`src/rtl/crc24_pkg.sv`:
```
// Shared widths, CRC polynomial and FSM encoding for the crc24 receive check.
package crc24_pkg;

    localparam int CRC_W        = 24;
    localparam int HDR_BITS_DEF = 40;
    localparam int CNT_W        = 12;
    localparam int ERR_CNT_W    = 16;

    // x^24 + x^10 + x^9 + x^6 + x^4 + x^3 + x + 1, x^24 term implicit
    localparam logic [CRC_W-1:0] CRC_POLY = 24'h00065B;

    typedef enum logic [1:0] {
        IDLE  = 2'd0,
        RUN   = 2'd1,
        CHECK = 2'd2
    } state_t;

endpackage

```
`src/rtl/crc24_core.sv`:
```
// Serial CRC24 LFSR; the MSB is the first CRC bit on air.
module crc24_core
    import crc24_pkg::*;
#(
    parameter int           W    = CRC_W,
    parameter logic [W-1:0] POLY = W'(CRC_POLY)
) (
    input  logic         clk,
    input  logic         rst,
    input  logic [W-1:0] init,
    input  logic         init_load,
    input  logic         data_in,
    input  logic         data_in_valid,
    output logic [W-1:0] lfsr
);

    logic         fb;
    logic [W-1:0] lfsr_step;

    always_comb begin
        fb        = lfsr[W-1] ^ data_in;
        lfsr_step = {lfsr[W-2:0], 1'b0} ^ (fb ? POLY : '0);
    end

    always_ff @(posedge clk or posedge rst) begin
        if (rst) begin
            lfsr <= '0;
        end else if (init_load) begin
            lfsr <= init;
        end else if (data_in_valid) begin
            lfsr <= lfsr_step;
        end
    end

endmodule

```
`src/rtl/crc24_check.sv`:
```
// Receive-side CRC24 check with a 24-bit delay line ahead of the LFSR.
// Define CRC24_CHECK_ERR_CNT_EN to build the saturating failed-check counter.
module crc24_check
    import crc24_pkg::*;
#(
    parameter int CRC_STATE_BIT_WIDTH = CRC_W,
    parameter int HDR_BITS            = HDR_BITS_DEF
) (
    input  logic                           clk,
    input  logic                           rst,
    input  logic [CRC_STATE_BIT_WIDTH-1:0] crc_state_init_bit,
    input  logic                           crc_state_init_bit_load,
    input  logic                           info_bit,
    input  logic                           info_bit_valid,
    input  logic                           info_bit_valid_last,
    output logic                           crc_ok,
    output logic                           crc_ok_valid,
    output logic                           len_err,
    output logic [ERR_CNT_W-1:0]           crc_err_cnt
);

    localparam int W = CRC_STATE_BIT_WIDTH;
    localparam logic [CNT_W-1:0] MIN_LEN = CNT_W'(HDR_BITS + W);

    state_t           state;
    state_t           state_nxt;
    logic [W-1:0]     sr;
    logic [W-1:0]     lfsr;
    logic [CNT_W-1:0] n;
    logic             accept;
    logic             feed;
    logic             load;
    logic             len_now;
    logic             ok_now;

    always_comb begin
        accept  = info_bit_valid && (state != CHECK);
        feed    = accept && (n >= MIN_LEN);
        load    = crc_state_init_bit_load && (state == IDLE);
        len_now = n < MIN_LEN;
        ok_now  = (sr == lfsr) && !len_now;
    end

    always_comb begin
        state_nxt = state;
        unique case (state)
            IDLE: begin
                if (info_bit_valid) begin
                    state_nxt = info_bit_valid_last ? CHECK : RUN;
                end
            end
            RUN: begin
                if (info_bit_valid && info_bit_valid_last) begin
                    state_nxt = CHECK;
                end
            end
            CHECK:   state_nxt = IDLE;
            default: state_nxt = IDLE;
        endcase
    end

    always_ff @(posedge clk or posedge rst) begin
        if (rst) begin
            state <= IDLE;
        end else begin
            state <= state_nxt;
        end
    end

    // sr[W-1] lags the input by W bits, so the trailing CRC never reaches the LFSR
    always_ff @(posedge clk or posedge rst) begin
        if (rst) begin
            sr <= '0;
            n  <= '0;
        end else if (state == CHECK) begin
            sr <= '0;
            n  <= '0;
        end else if (accept) begin
            sr <= {sr[W-2:0], info_bit};
            if (n != '1) begin
                n <= n + 1'b1;
            end
        end
    end

    always_ff @(posedge clk or posedge rst) begin
        if (rst) begin
            crc_ok       <= 1'b0;
            crc_ok_valid <= 1'b0;
            len_err      <= 1'b0;
        end else begin
            crc_ok_valid <= (state == CHECK);
            if (state == CHECK) begin
                crc_ok  <= ok_now;
                len_err <= len_now;
            end
        end
    end

`ifdef CRC24_CHECK_ERR_CNT_EN
    logic [ERR_CNT_W-1:0] err_cnt;

    always_ff @(posedge clk or posedge rst) begin
        if (rst) begin
            err_cnt <= '0;
        end else if ((state == CHECK) && !ok_now && (err_cnt != '1)) begin
            err_cnt <= err_cnt + 1'b1;
        end
    end

    assign crc_err_cnt = err_cnt;
`else
    assign crc_err_cnt = '0;
`endif

    crc24_core #(
        .W (W)
    ) u_core (
        .clk           (clk),
        .rst           (rst),
        .init          (crc_state_init_bit),
        .init_load     (load),
        .data_in       (sr[W-1]),
        .data_in_valid (feed),
        .lfsr          (lfsr)
    );

endmodule
```
`config.mk`:
```
export PLATFORM = sky130hd
export DESIGN_NAME = crc24_check
export DESIGN_NICKNAME = d
export VERILOG_FILES = /design/src/rtl/crc24_pkg.sv /design/src/rtl/crc24_core.sv /design/src/rtl/crc24_check.sv
export SDC_FILE = /design/constraint.sdc
export NUM_CORES = 1
export LEC_CHECK = 0
export ABC_AREA = 1
export BUFFER_PORTS_ARGS = -buffer_cell sky130_fd_sc_hd__clkbuf_2
export CORE_UTILIZATION = 40
export DETAILED_ROUTE_END_ITERATION = 6
export GPL_ROUTABILITY_DRIVEN = 1
export HOLD_SLACK_MARGIN = 0.02
export RECOVER_POWER = 100
export SYNTH_ARGS = -nofsm -noshare
export SYNTH_HDL_FRONTEND = slang
export SYNTH_SLANG_ARGS = --single-unit
```
`constraint.sdc`:
```
create_clock -name clk -period 4.1 [get_ports clk]
set_input_delay 0.41 -clock clk [delete_from_list [all_inputs] [get_ports clk]]
set_output_delay 0.41 -clock clk [all_outputs]
set_load 0.03 [all_outputs]
```
# --- Word level (Yosys, flattened, before mapping) ---
# Index checks and enable logic that the tools add are counted.
word_totals:
  ff_bits: 65
  inputBits: 30
classes:
  addsub: 1
  n_lt_le_gt_ge: 2
  n_eq_ne: 7
  muxes: 12
  bitwise: 2
  n_reduce_logical: 12
op_table:
  columns: ["operator", "count"]
  rows:
  - ["$mux 24", 4]
  - ["$mux 12", 3]
  - ["$eq 24x24->1", 1]
  - ["$xor 24x24->24", 1]
  - ["$add 12x1->12 const B", 1]
  - ["$ge 12x7->1 const B", 1]
  - ["$lt 12x7->1 const B", 1]
  - ["$ne 12x12->1 const B", 1]
  - ["$mux 11", 1]
  - ["$mux 2", 3]
  - ["$ne 2x2->1 const B", 3]
  - ["$reduce_bool 2->1", 3]
  - ["$logic_and 1x1->1", 5]
  - ["$pmux 2 s2", 1]
  - ["$reduce_and 2->1", 2]
  - ["$eq 2x1->1 const B", 1]
  - ["$eq 2x2->1 const B", 1]
  - ["$logic_not 2->1", 1]
  - ["$logic_not 1->1", 1]
  - ["$xor 1x1->1", 1]

# --- Longest topological paths before layout ---
# Gate-level depths: netlist of the first run.
logic_depth:
  ltp_word: 5
  depth_mapped: 9

# --- Modules after synthesis ---
# A second synthesis of the first run with hierarchy kept.
hier_totals:
  hier_cells: 477
  hier_area_um2: 3617.2
modules_own_cells:
  columns: ["module", "instances", "cells_per_inst", "area_per_inst_um2"]
  rows:
  - ["crc24_check", 1, 321, 2412.3]
  - ["crc24_core", 1, 156, 1204.9]

# --- Worst setup path before layout of the first run ---
# Ideal clock, no wire load.
synth_timing:
  kind: "register -> register"
  from: "register n[0]"
  to: "register n[6]"
  setup_ps: 74
  t_arrival_ps: 1329
  t_required_ps: 4026
  slack_ps: 2697
  stages_incl_launch_ff: 9
  n_path_buf: 1
  path_cell_list: "dfrtp_1 -> ha_1 -> nand2_2 -> nor2_4 -> nand3_2 -> o21ai_4 -> buf_6 -> nand2_1 -> o21ai_2"
synth_via:
  elab_chain_len: 4
  elab_cells_between_ends: 7
synth_rtl:
  columns: ["element", "line", "text"]
  rows:
  - ["start: declaration", "crc24_check.sv:29", "logic [CNT_W-1:0] n;"]
  - ["start signal: assignment", "crc24_check.sv:81", "n <= n + 1'b1;"]
  - ["$add 12x1->12", "crc24_check.sv:81", null]
  - ["$mux 12", "crc24_check.sv:80", "if (n != '1) begin"]
  - ["$mux 12", "crc24_check.sv:78", "end else if (accept) begin"]
  - ["$mux 12", "crc24_check.sv:75", "end else if (state == CHECK) begin"]
# Parallel ways exist; a longest one is shown, timed or not. The select of a mux whose other input is x is not followed.
# A chain may end at the register's enable or synchronous reset.

# --- Final worst setup path of the first run ---
layout_timing:
  from: "register state[1]"
  to: "register u_core.lfsr[23]"
layout_via:
  elab_chain_len: 4
  elab_cells_between_ends: 7
layout_rtl:
  columns: ["element", "line", "text"]
  rows:
  - ["start: declaration", "crc24_check.sv:25", "state_t state;"]
  - ["start signal: assignment", "crc24_check.sv:66", "state <= state_nxt;"]
  - ["$ne 2x2->1", "crc24_check.sv:37", "accept = info_bit_valid && (state != CHECK);"]
  - ["$logic_and 1x1->1", "crc24_check.sv:37", null]
  - ["$logic_and 1x1->1", "crc24_check.sv:38", "feed = accept && (n >= MIN_LEN);"]
  - ["$reduce_bool 2->1 (no line)", null, null]
  - ["end signal: assignment", "crc24_core.sv:29", "lfsr <= init;"]
  - ["end signal: assignment", "crc24_core.sv:31", "lfsr <= lfsr_step;"]
  - ["end: declaration", "crc24_core.sv:14", "output logic [W-1:0] lfsr"]
# Parallel ways exist; a longest one is shown, timed or not.

==> flow_metrics.py, run 1 <==
metrics = {
    "worst_setup_path": {
        "rr_startpoint": "state[1]$_DFFE_PP0P_",
        "cp-end-kind": "flip-flop",
        "cp_cell_sequence": "nand2_1 > clkinvlp_2 > nor2_1 > nand2_1 > nand2_4 > o211ai_1 > o21ai_0",
        "max_stage_delay_ps": 490,
        "start_kind": "flip-flop",
        "cp-startpoint": "state[1]$_DFFE_PP0P_",
        "cp.arrival_ps": 2870,
        "cp_common_cell": "nand2_1",
        "worstPathMaxFanout": 46,
        "worstSetupPathType": "reg -> reg",
        "critPathSlowestCell": "clkinvlp_2",
        "cp.required_ps": 4360,
    },
    "place": {
        "place_area_um2": 3777,
        "dpl.hpwl_um": 5858,
        "port-buffer-count": 32,
        "place.gp.congestion": 0.7812,
    },
    "route": {
        "num_vias": 3070,
        "firstDrtPassIters": 4,
        "route.detailed.drc": 0,
        "wl_per_cell_um": 13.28,
        "vias_per_cell": 4.984,
        "routed_wl_um": 8180,
        "drt_iter0_drc": 228,
        "ant_nets": 0,
    },
    "grt": {
        "antenna_found_initial": 0,
        "overflow": 0,
        "grt_pass1_vias": 2954,
        "grt_use_total": 0.1869,
        "grt_pass1_wl_um": 14080,
        "grt_max_degree": 47,
    },
    "yosys": {
        "synth_top_area_frac": 0.4470,
        "ys_warn_count": 0,
        "synth_cell_type_count": 32,
        "synth-seq-cells": 65,
        "syn_inst": 475,
        "synth_area_leaders": "dfrtp_1 (45%), nand2_1 (15%), inv_1 (6.4%)",
        "synth_area_um2": 3638,
        "yosysTopAreaCell": "dfrtp_1",
        "avgSynthCellArea_um2": 7.660,
        "yosysSeqAreaShare": 0.4470,
    },
    "layout": {
        "drive_gt1_frac": 0.1122,
        "diodes": 0,
        "area_growth_pct": 9.285,
        "nets": 535,
        "finalInstanceArea_um2": 3976,
    },
    "power": {
        "p_leak_nw": 1.975,
        "vdd_drop_max_mv": 0.1974,
        "power.density_nw_per_um2": 509.6,
    },
    "timing": {
        "maxSlewViolCount": 0,
        "setup_violations": 0,
        "max_freq_mhz": 382.5,
        "min_period_ps": 2614,
        "hold_violations": 0,
        "fin_tns_setup_ps": 0,
        "rsz0062_at_grt": "no",
        "period_share": 0.6377,
        "maxSlewHeadroom": 0.07382,
        "fin_skew_ps": 8.359,
        "tightest_slew_ps": 1388,
    },
    "run_status": {
        "status": "complete, no violations",
    },
    "cts": {
        "cts_tree": "done",
        "clkSinkCount": 65,
        "root_buffer": "clkbuf_8",
        "postCtsHoldBufs": 0,
        "post-cts-setup-buffer-count": 0,
        "numCtsBuffers": 9,
        "clock_latency_ps": 340,
        "clk_pin_slew_ps": 80,
        "htree_levels": 3,
        "cts_max_path_buffers": 2,
        "cts-resized-gates": 0,
    },
    "floorplanning": {
        "io-pin-count": 49,
        "die_area_um2": 9482,
        "fp.dieW_um": 97.38,
        "placementRows": 34,
        "die_y_um": 97.38,
        "start_util": 0.4152,
        "core_um2": 8763,
    },
    "worst_hold_path": {
        "worstHoldStart": "info_bit_valid_last",
        "min_path_type": "in -> reg",
    },
    "flow_run": {
        "drv_cap": 0,
    },
}
state kept, by name (all words and copies together), names as in the netlist:
| name | cells |
|---|---|
| n | 12 |
| crc_ok_valid | 1 |
| crc_ok | 1 |
| len_err | 1 |
| sr | 24 |
| u_core.lfsr | 24 |
| state | 2 |
metal layers:
layer	track usage	wire, um
met3	0.03309	340
met5	0	0
met1	0.2685	4139
met2	0.2786	3560
met4	0.07579	139
layout make-up:
class / instances / area, um^2
clock buffer: 9 / 123.9
tap: 108 / 135.1
clock inverter: 7 / 118.9
timing repair buffer: 33 / 163.9
sequential: 65 / 1627
fill: 896 / 4787
inverter: 65 / 245.2
multi-input combinational: 329 / 1563
stage by stage:
stage	cells	setup WS, ps	total power [mW]	hold slack, ps	utilization
final	616	1486	2.026	274.4	0.4537
after floorplan	490	2064	1.263	496.0	-
after global routing	616	1182	2.173	295.4	0.4537
after CTS	616	1992	2.049	215.3	0.4587
after global placement	600	2113	1.369	475.3	0.4310
after detailed placement	600	2014	1.383	477.6	0.4310
final timing paths:
check,to,slack (ps),cells past startpoint
worst min register to register,len_err$_DFFE_PP0P_,490,2
max in group asynchronous,sr[22]$_DFFE_PP0P_,2560,3
worst max-delay path,u_core.lfsr[23]$_DFFE_PP0P_,1490,7
min in group asynchronous,crc_ok_valid$_DFF_PP0_,440,2
worst min-delay path,state[1]$_DFFE_PP0P_,270,3
worst max register to register,u_core.lfsr[23]$_DFFE_PP0P_,1490,7
worst max-delay path, delay by kind of cell, from the launching register on:
| family | cells | cell delay, ps |
|---|---|---|
| buf+inv | 1 | 490 |
| simple gates | 4 | 1310 |
| compound gates | 2 | 260 |
| flops | 1 | 440 |
cell usage in the layout, fill, tap and decap left out, drive strengths merged:
master and instances:
buf 1, o22ai 23, inv 64, o21ai 31, clkinvlp 3, conb 16
a21oi 2, o211ai 16, nor3b 2, clkinv 2, o21bai 2, a31oi 8
nand2 148, xor2 3, bufinv 3, clkbuf 41, dfrtp 65, nand3 26
nor3 2, ha 2, nor2 43, nand4 5
kinds of logic after synthesis:
family          count (synthesis)  synth area share
other cells                     1          0.001031
compound gates                 82            0.1410
simple gates                  226            0.2686
buf+inv                        96            0.1283
fa+ha+maj                       2          0.006876
flops                          65            0.4470
xor+xnor                        3          0.007223
power breakdown:
| group | switching, mW | total, mW | internal [mW] | leakage, nW |
|---|---|---|---|---|
| sequential | 0.103 | 0.859 | 0.756 | 0.839 |
| combinational | 0.330 | 0.499 | 0.170 | 1.02 |
| clock | 0.265 | 0.668 | 0.404 | 0.115 |
Yosys cell counts:
master    count
a21oi_1       2
a31oi_1       8
buf_2         8
buf_4        17
buf_6         4
clkbuf_1      2
conb_1        1
dfrtp_1      65
ha_1          2
inv_1        62
inv_2         2
inv_4         1
nand2_1     143
nand2_2       3
nand2_4       2
nand3_1      25
nand3_2       1
nand4_1       5
nor2_1       36
nor2_2        3
nor2_4        3
nor2_8        1
nor3_1        2
nor3b_1       2
o211ai_1     16
o21ai_0      17
o21ai_1      11
o21ai_2       2
o21ai_4       1
o21bai_1      2
o22ai_1      23
xor2_1        3
Power figures use the tool's default switching activity.
==> run 2: changes to the inputs <==
Settings changed: ABC_AREA 1 to 0.
Clock period 4.1 ns to 2.4 ns, I/O delays scaled along.
==> flow_metrics.py, run 2 <==
metrics = {
    "cts": {
        "numCtsBuffers": 9,
        "htree_levels": 3,
        "clk_pin_slew_ps": 60,
        "cts_max_path_buffers": 2,
        "clkSinkCount": 65,
        "cts_tree": "done",
        "clock_latency_ps": 340,
        "root_buffer": "clkbuf_8",
        "post-cts-setup-buffer-count": 0,
    },
    "yosys": {
        "synthMuxAreaShare": 0.2197,
        "synth_area_um2": 3491,
        "synth_adder_area_share": 0.007168,
        "synthArstFlopShare": 1.000,
        "ys_warn_count": 0,
        "synth_compound_area_frac": 0.04194,
        "syn_inst": 310,
        "avgSynthCellArea_um2": 11.26,
        "synth-seq-cells": 65,
        "synth_top_area_frac": 0.4659,
        "synth-edff-count": 0,
        "synth_area_leaders": "dfrtp_1 (47%), mux2_2 (14%), mux2i_1 (7.5%)",
        "synth_top_family_by_area": "multiplexers",
        "yosys.area_share.xor_xnor": 0.08244,
        "synthSimpleGateAreaFrac": 0.1186,
        "synth.most_common_cell": "dfrtp_1",
        "yosysTopAreaCell": "dfrtp_1",
        "yosysSeqAreaShare": 0.4659,
        "synth_common_cells": "dfrtp_1 (65), mux2_2 (44), nor2_1 (34), mux2i_1 (26), xor2_1 (22)",
        "synth_cell_type_count": 41,
        "ys.flop_type": "dfrtp_1",
    },
    "worst_setup_path": {
        "max_stage_delay_ps": 1320,
        "cp.required_ps": 2590,
        "cp_cell_sequence": "clkbuf_1 > clkbuf_1 > mux2i_1 > nor2_1",
        "cp_num_buf_inv": 2,
        "cp_num_cells": 4,
        "cp-endpoint": "sr[5]$_DFFE_PP0P_",
        "rr_worst_depth": 4,
        "worstSetupPathType": "in -> reg",
        "worstPathMaxFanout": 25,
        "cp.arrival_ps": 2200,
        "rr_startpoint": "n[4]$_DFFE_PP0P_",
        "start_kind": "input port",
        "rrSetupSlack_ps": 440,
        "cp-end-kind": "flip-flop",
        "crit_family": "buffers and inverters",
        "cp-startpoint": "info_bit_valid",
        "reg2reg_to": "n[7]$_DFFE_PP0P_",
        "cp_common_cell": "clkbuf_1",
        "critPathSlowestCell": "clkbuf_1",
    },
    "power": {
        "power.density_nw_per_um2": 918.8,
        "p_leak_nw": 1.848,
        "vdd_drop_max_mv": 0.4150,
    },
    "route": {
        "wl_per_cell_um": 15.04,
        "vias_per_cell": 5.044,
        "routed_wl_um": 6830,
        "drt_iter0_drc": 51,
        "ant_nets": 0,
        "firstDrtPassIters": 4,
        "route.detailed.drc": 0,
        "num_vias": 2290,
    },
    "run_status": {
        "violations": "max-capacitance violations, max-slew violations",
        "status": "complete, but fails checks",
    },
    "grt": {
        "overflow": 0,
        "grtUsageMet2": 0.2637,
        "grt_use_met1": 0.2266,
        "grt_pass1_vias": 2311,
        "antenna_found_initial": 0,
        "grt_max_degree": 41,
        "grt_use_total": 0.1701,
        "grt_pass1_wl_um": 11410,
        "top_usage_layer": "met2",
        "use_met3": 0.04466,
    },
    "floorplanning": {
        "placementRows": 33,
        "core_um2": 8341,
        "fp.dieW_um": 95.42,
        "io-pin-count": 49,
        "die_area_um2": 9105,
        "start_util": 0.4185,
        "die_y_um": 95.42,
    },
    "timing": {
        "hold_violations": 0,
        "fin_tns_setup_ps": 0,
        "fin_skew_ps": 7.584,
        "maxSlewViolCount": 26,
        "maxSlewHeadroom": -0.1798,
        "min_period_ps": 2005,
        "rsz0062_at_grt": "no",
        "tightest_slew_ps": 1770,
        "max_freq_mhz": 498.7,
        "period_share": 0.8355,
        "setup_violations": 0,
        "holdWs_ps": 108.9,
        "worst_slack_ps": 394.8,
    },
    "layout": {
        "area_growth_pct": 10.18,
        "diodes": 0,
        "drive_gt1_frac": 0.2722,
        "final-instance-count-excl-fill": 454,
        "nets": 379,
        "post-route-util": 0.4611,
        "layout_commonest_cell": "dfrtp_1",
        "largest_registers": "sr: 24 flops, u_core.lfsr: 24 flops, n: 12 flops",
        "mostFrequentLayoutCells": "dfrtp_1 (65), mux2_2 (44), nor2_1 (34), clkbuf_2 (29), mux2i_1 (26)",
    },
    "place": {
        "place_inst": 440,
        "dpl.hpwl_um": 4781,
        "port-buffer-count": 32,
        "place.gp.congestion": 0.7731,
        "place_ws_ps": 515.7,
    },
    "worst_hold_path": {
        "worstHoldStart": "crc_state_init_bit[0]",
        "min_path_type": "in -> reg",
    },
    "flow_run": {
        "drv_cap": 1,
    },
}
==> run 2: what timing repair did <==
| action | in CTS | in global routing |
|---|---|---|
| gates resized for setup | 0 | 0 |
| hold buffers | 1 | 0 |
| hold endpoints to repair | 25 | 0 |
==> run 2: kinds of logic (layout without fill, tap and decap cells) <==
| kind of cell | Yosys count | after routing |
|---|---|---|
| buf+inv | 36 | 60 |
| compound gates | 23 | 23 |
| other cells | 1 | 16 |
| fa+ha+maj | 2 | 2 |
| flops | 65 | 65 |
| mux | 71 | 71 |
| simple gates | 80 | 80 |
| xor+xnor | 32 | 32 |
==> run 2: how the worst min path moves through the flow <==
stage,end,slack (ps),depth (start not counted)
after floorplan,u_core.lfsr[0]$_DFFE_PP0P_,360,2
after global placement,sr[11]$_DFFE_PP0P_,330,2
after detailed placement,crc_ok_valid$_DFF_PP0_,320,2
after CTS,u_core.lfsr[0]$_DFFE_PP0P_,100,3
after global routing,u_core.lfsr[0]$_DFFE_PP0P_,120,3
final,u_core.lfsr[0]$_DFFE_PP0P_,110,3
==> run 2: metal layers <==
metal	part of all wire	vias to the layer above
li1	-	1120
met1	0.50	1120
met2	0.45	41
met3	0.034	9
met4	0.014	0
met5	0	-
==> run 2: where the power goes <==
| group | internal, mW | leakage, nW | total [mW] | switching (mW) |
|---|---|---|---|---|
| clock | 0.443 | 0.0875 | 0.832 | 0.389 |
| sequential | 1.38 | 0.841 | 1.65 | 0.274 |
| combinational | 0.585 | 0.919 | 1.05 | 0.464 |
| total | 2.41 | 1.85 | 3.53 | 1.13 |
==> run 2: worst reg2reg max path: stages (launching register included) <==
cell and delay, ps:
dfrtp_1 450, nand3_1 260, nor4_2 730, nor2_1 110, a211oi_1 310
==> run 2: final cells by class <==
cell class	instances	area [um^2]
fill	820	4494
multi-input combinational	224	1685
sequential	65	1627
timing repair buffer	39	203.9
clock buffer	13	168.9
tap	105	131.4
inverter	8	30.03
==> run 2: through the flow <==
stage	instance area, um^2	total power [mW]
finish	3846	3.534
global route	3846	3.772
CTS	3891	3.587
detailed placement	3712	2.744
global placement	3712	2.711
floorplan	3547	2.494
==> run 3: changes to the inputs <==
Clock period 2.4 ns to 1.7 ns, I/O delays scaled along.
==> flow_metrics.py, run 3 (synthesis results as in run 2) <==
metrics = {
    "run_status": {
        "status": "complete, but fails checks",
        "violations": "negative setup slack",
    },
    "route": {
        "wl_met3_um": 278,
        "firstDrtPassIters": 4,
        "wl_per_cell_um": 16.15,
        "top_layer": "met4",
        "wl_met2_um": 3785,
        "routed_wl_um": 7737,
        "route.detailed.drc": 0,
        "vias_per_cell": 5.088,
        "ant_nets": 0,
        "num_vias": 2437,
        "drt_iter0_drc": 107,
        "wl_met1_um": 3562,
    },
    "grt": {
        "grt_use_total": 0.1763,
        "antenna_found_initial": 0,
        "grt_max_degree": 37,
        "grt_pass1_vias": 2481,
        "grt_pass1_wl_um": 11880,
        "overflow": 0,
    },
    "power": {
        "power_frac_comb": 0.320,
        "total_power_mw": 5.541,
        "switching_share": 0.3121,
        "seqPwrFrac": 0.426,
        "p_clk_frac": 0.254,
        "p_leak_nw": 2.127,
        "vdd_drop_max_mv": 0.9220,
        "power.density_nw_per_um2": 1276,
        "switchingPower_mw": 1.729,
        "p_int_mw": 3.812,
    },
    "place": {
        "dpl.hpwl_um": 4967,
        "place.gp.congestion": 0.7602,
        "place_ws_ps": -15.74,
        "place_area_um2": 3846,
        "port-buffer-count": 32,
        "place_inst": 454,
    },
    "timing": {
        "maxSlewViolCount": 0,
        "tightest_slew_ps": 511.4,
        "max_freq_mhz": 582.0,
        "rsz0062_at_grt": "yes",
        "min_period_ps": 1718,
        "fin_tns_setup_ps": -47.21,
        "worst_slack_ps": -18.32,
        "period_share": 1.011,
        "maxSlewHeadroom": 0.6584,
        "holdWs_ps": 58.94,
        "setup_violations": 4,
        "fin_skew_ps": 7.227,
        "hold_violations": 0,
    },
    "layout": {
        "area_growth_pct": 24.37,
        "largest_registers": "sr: 24 flops, u_core.lfsr: 24 flops, n: 12 flops",
        "finalInstanceArea_um2": 4342,
        "post-route-util": 0.5206,
        "nets": 402,
        "layout_commonest_cell": "dfrtp_1",
        "mostFrequentLayoutCells": "dfrtp_1 (63), nor2_1 (34), clkbuf_2 (32), mux2i_1 (26), mux2_2 (25)",
        "drive_gt1_frac": 0.3770,
        "multiInputGateArea_um2": 1836,
        "diodes": 0,
        "final-instance-count-excl-fill": 479,
        "fillers": 777,
        "regArea_um2": 1629,
    },
    "cts": {
        "root_buffer": "clkbuf_8",
        "cts_tree": "done",
        "clk_pin_slew_ps": 70,
        "clkSinkCount": 65,
        "numCtsBuffers": 9,
        "clock_latency_ps": 340,
        "cts_max_path_buffers": 2,
        "htree_levels": 3,
    },
    "floorplanning": {
        "die_y_um": 95.42,
        "fp.dieW_um": 95.42,
        "io-pin-count": 49,
        "core_um2": 8341,
        "placementRows": 33,
        "die_area_um2": 9105,
        "start_util": 0.4185,
    },
    "worst_setup_path": {
        "worstSetupPathType": "reg -> reg",
        "cp.arrival_ps": 1940,
        "worstPathMaxFanout": 6,
        "cp.required_ps": 1920,
        "cp-end-kind": "flip-flop",
        "start_kind": "flip-flop",
    },
    "flow_run": {
        "drv_cap": 0,
    },
    "worst_hold_path": {
        "min_path_type": "in -> reg",
    },
}
## run 3: cell types whose count changed in the layout (fill, tap and decap cells not counted), moves of 3 or more
cell	delta
a21oi_1	-3
clkbuf_16	+3
buf_12	+3
mux2_4	+19
mux2_2	-19
clkbuf_2	+3
clkbuf_8	-3
clkbuf_1	-5
a21oi_2	+3
buf_4	+13
buf_6	+6
## run 3: final timing paths
kind,start,to,slack (ps),cells after the start
max,state[1]$_DFFE_PP0P_,u_core.lfsr[16]$_DFFE_PP0P_,-20,5
min,info_bit_valid_last,state[1]$_DFFE_PP0P_,60,3
max reg2reg,state[1]$_DFFE_PP0P_,u_core.lfsr[16]$_DFFE_PP0P_,-20,5
min reg2reg,state[1]$_DFFE_PP0P_,state[1]$_DFFE_PP0P_,520,1
max in group asynchronous,rst,n[5]$_DFFE_PP0P_,760,4
min in group asynchronous,rst,n[1]$_DFFE_PP0P_,400,3
## run 3: worst max-delay path, stage by stage (launching register included)
cell	delay, ps
dfrtp_2	450
nor3b_4	210
buf_6	170
clkbuf_16	170
mux2_2	330
mux2_2	260
## run 3: per-layer routing
| layer | global-route usage | vias to the layer above |
|---|---|---|
| li1 | - | 1164 |
| met2 | 0.2946 | 54 |
| met3 | 0.05662 | 10 |
| met5 | 0 | - |
| met1 | 0.2192 | 1209 |
| met4 | 0.04726 | 0 |
## run 3: repair_timing
| item | in CTS | in global routing |
|---|---|---|
| pin swaps | 1 | 8 |
| resized for setup | 2 | 37 |
| hold buffers | 2 | 0 |
| setup buffers | 1 | 3 |
| gates cloned | 0 | 4 |
| hold endpoints to repair | 20 | 0 |
| endpoints found under the setup margin | 1 | 29 |
## run 3: final cells by class
type	instances	share of cell area
clock inverter	5	0.01873
inverter	8	0.007781
clock buffer	10	0.02939
sequential	65	0.3752
tap	105	0.03026
multi-input combinational	224	0.4228
timing repair buffer	62	0.1159
## run 3: power groups by stage
| stage | sequential [mW] | combinational, mW | clock (mW) |
|---|---|---|---|
| 3_3_place_gp | 2.37 | 1.51 | 0 |
| 5_1_grt | 2.43 | 1.93 | 1.51 |
| 2_1_floorplan | 2.28 | 1.25 | 0 |
| 6_report | 2.36 | 1.78 | 1.41 |
| 3_5_place_dp | 2.39 | 1.55 | 0 |
| 4_1_cts | 2.36 | 1.56 | 1.45 |
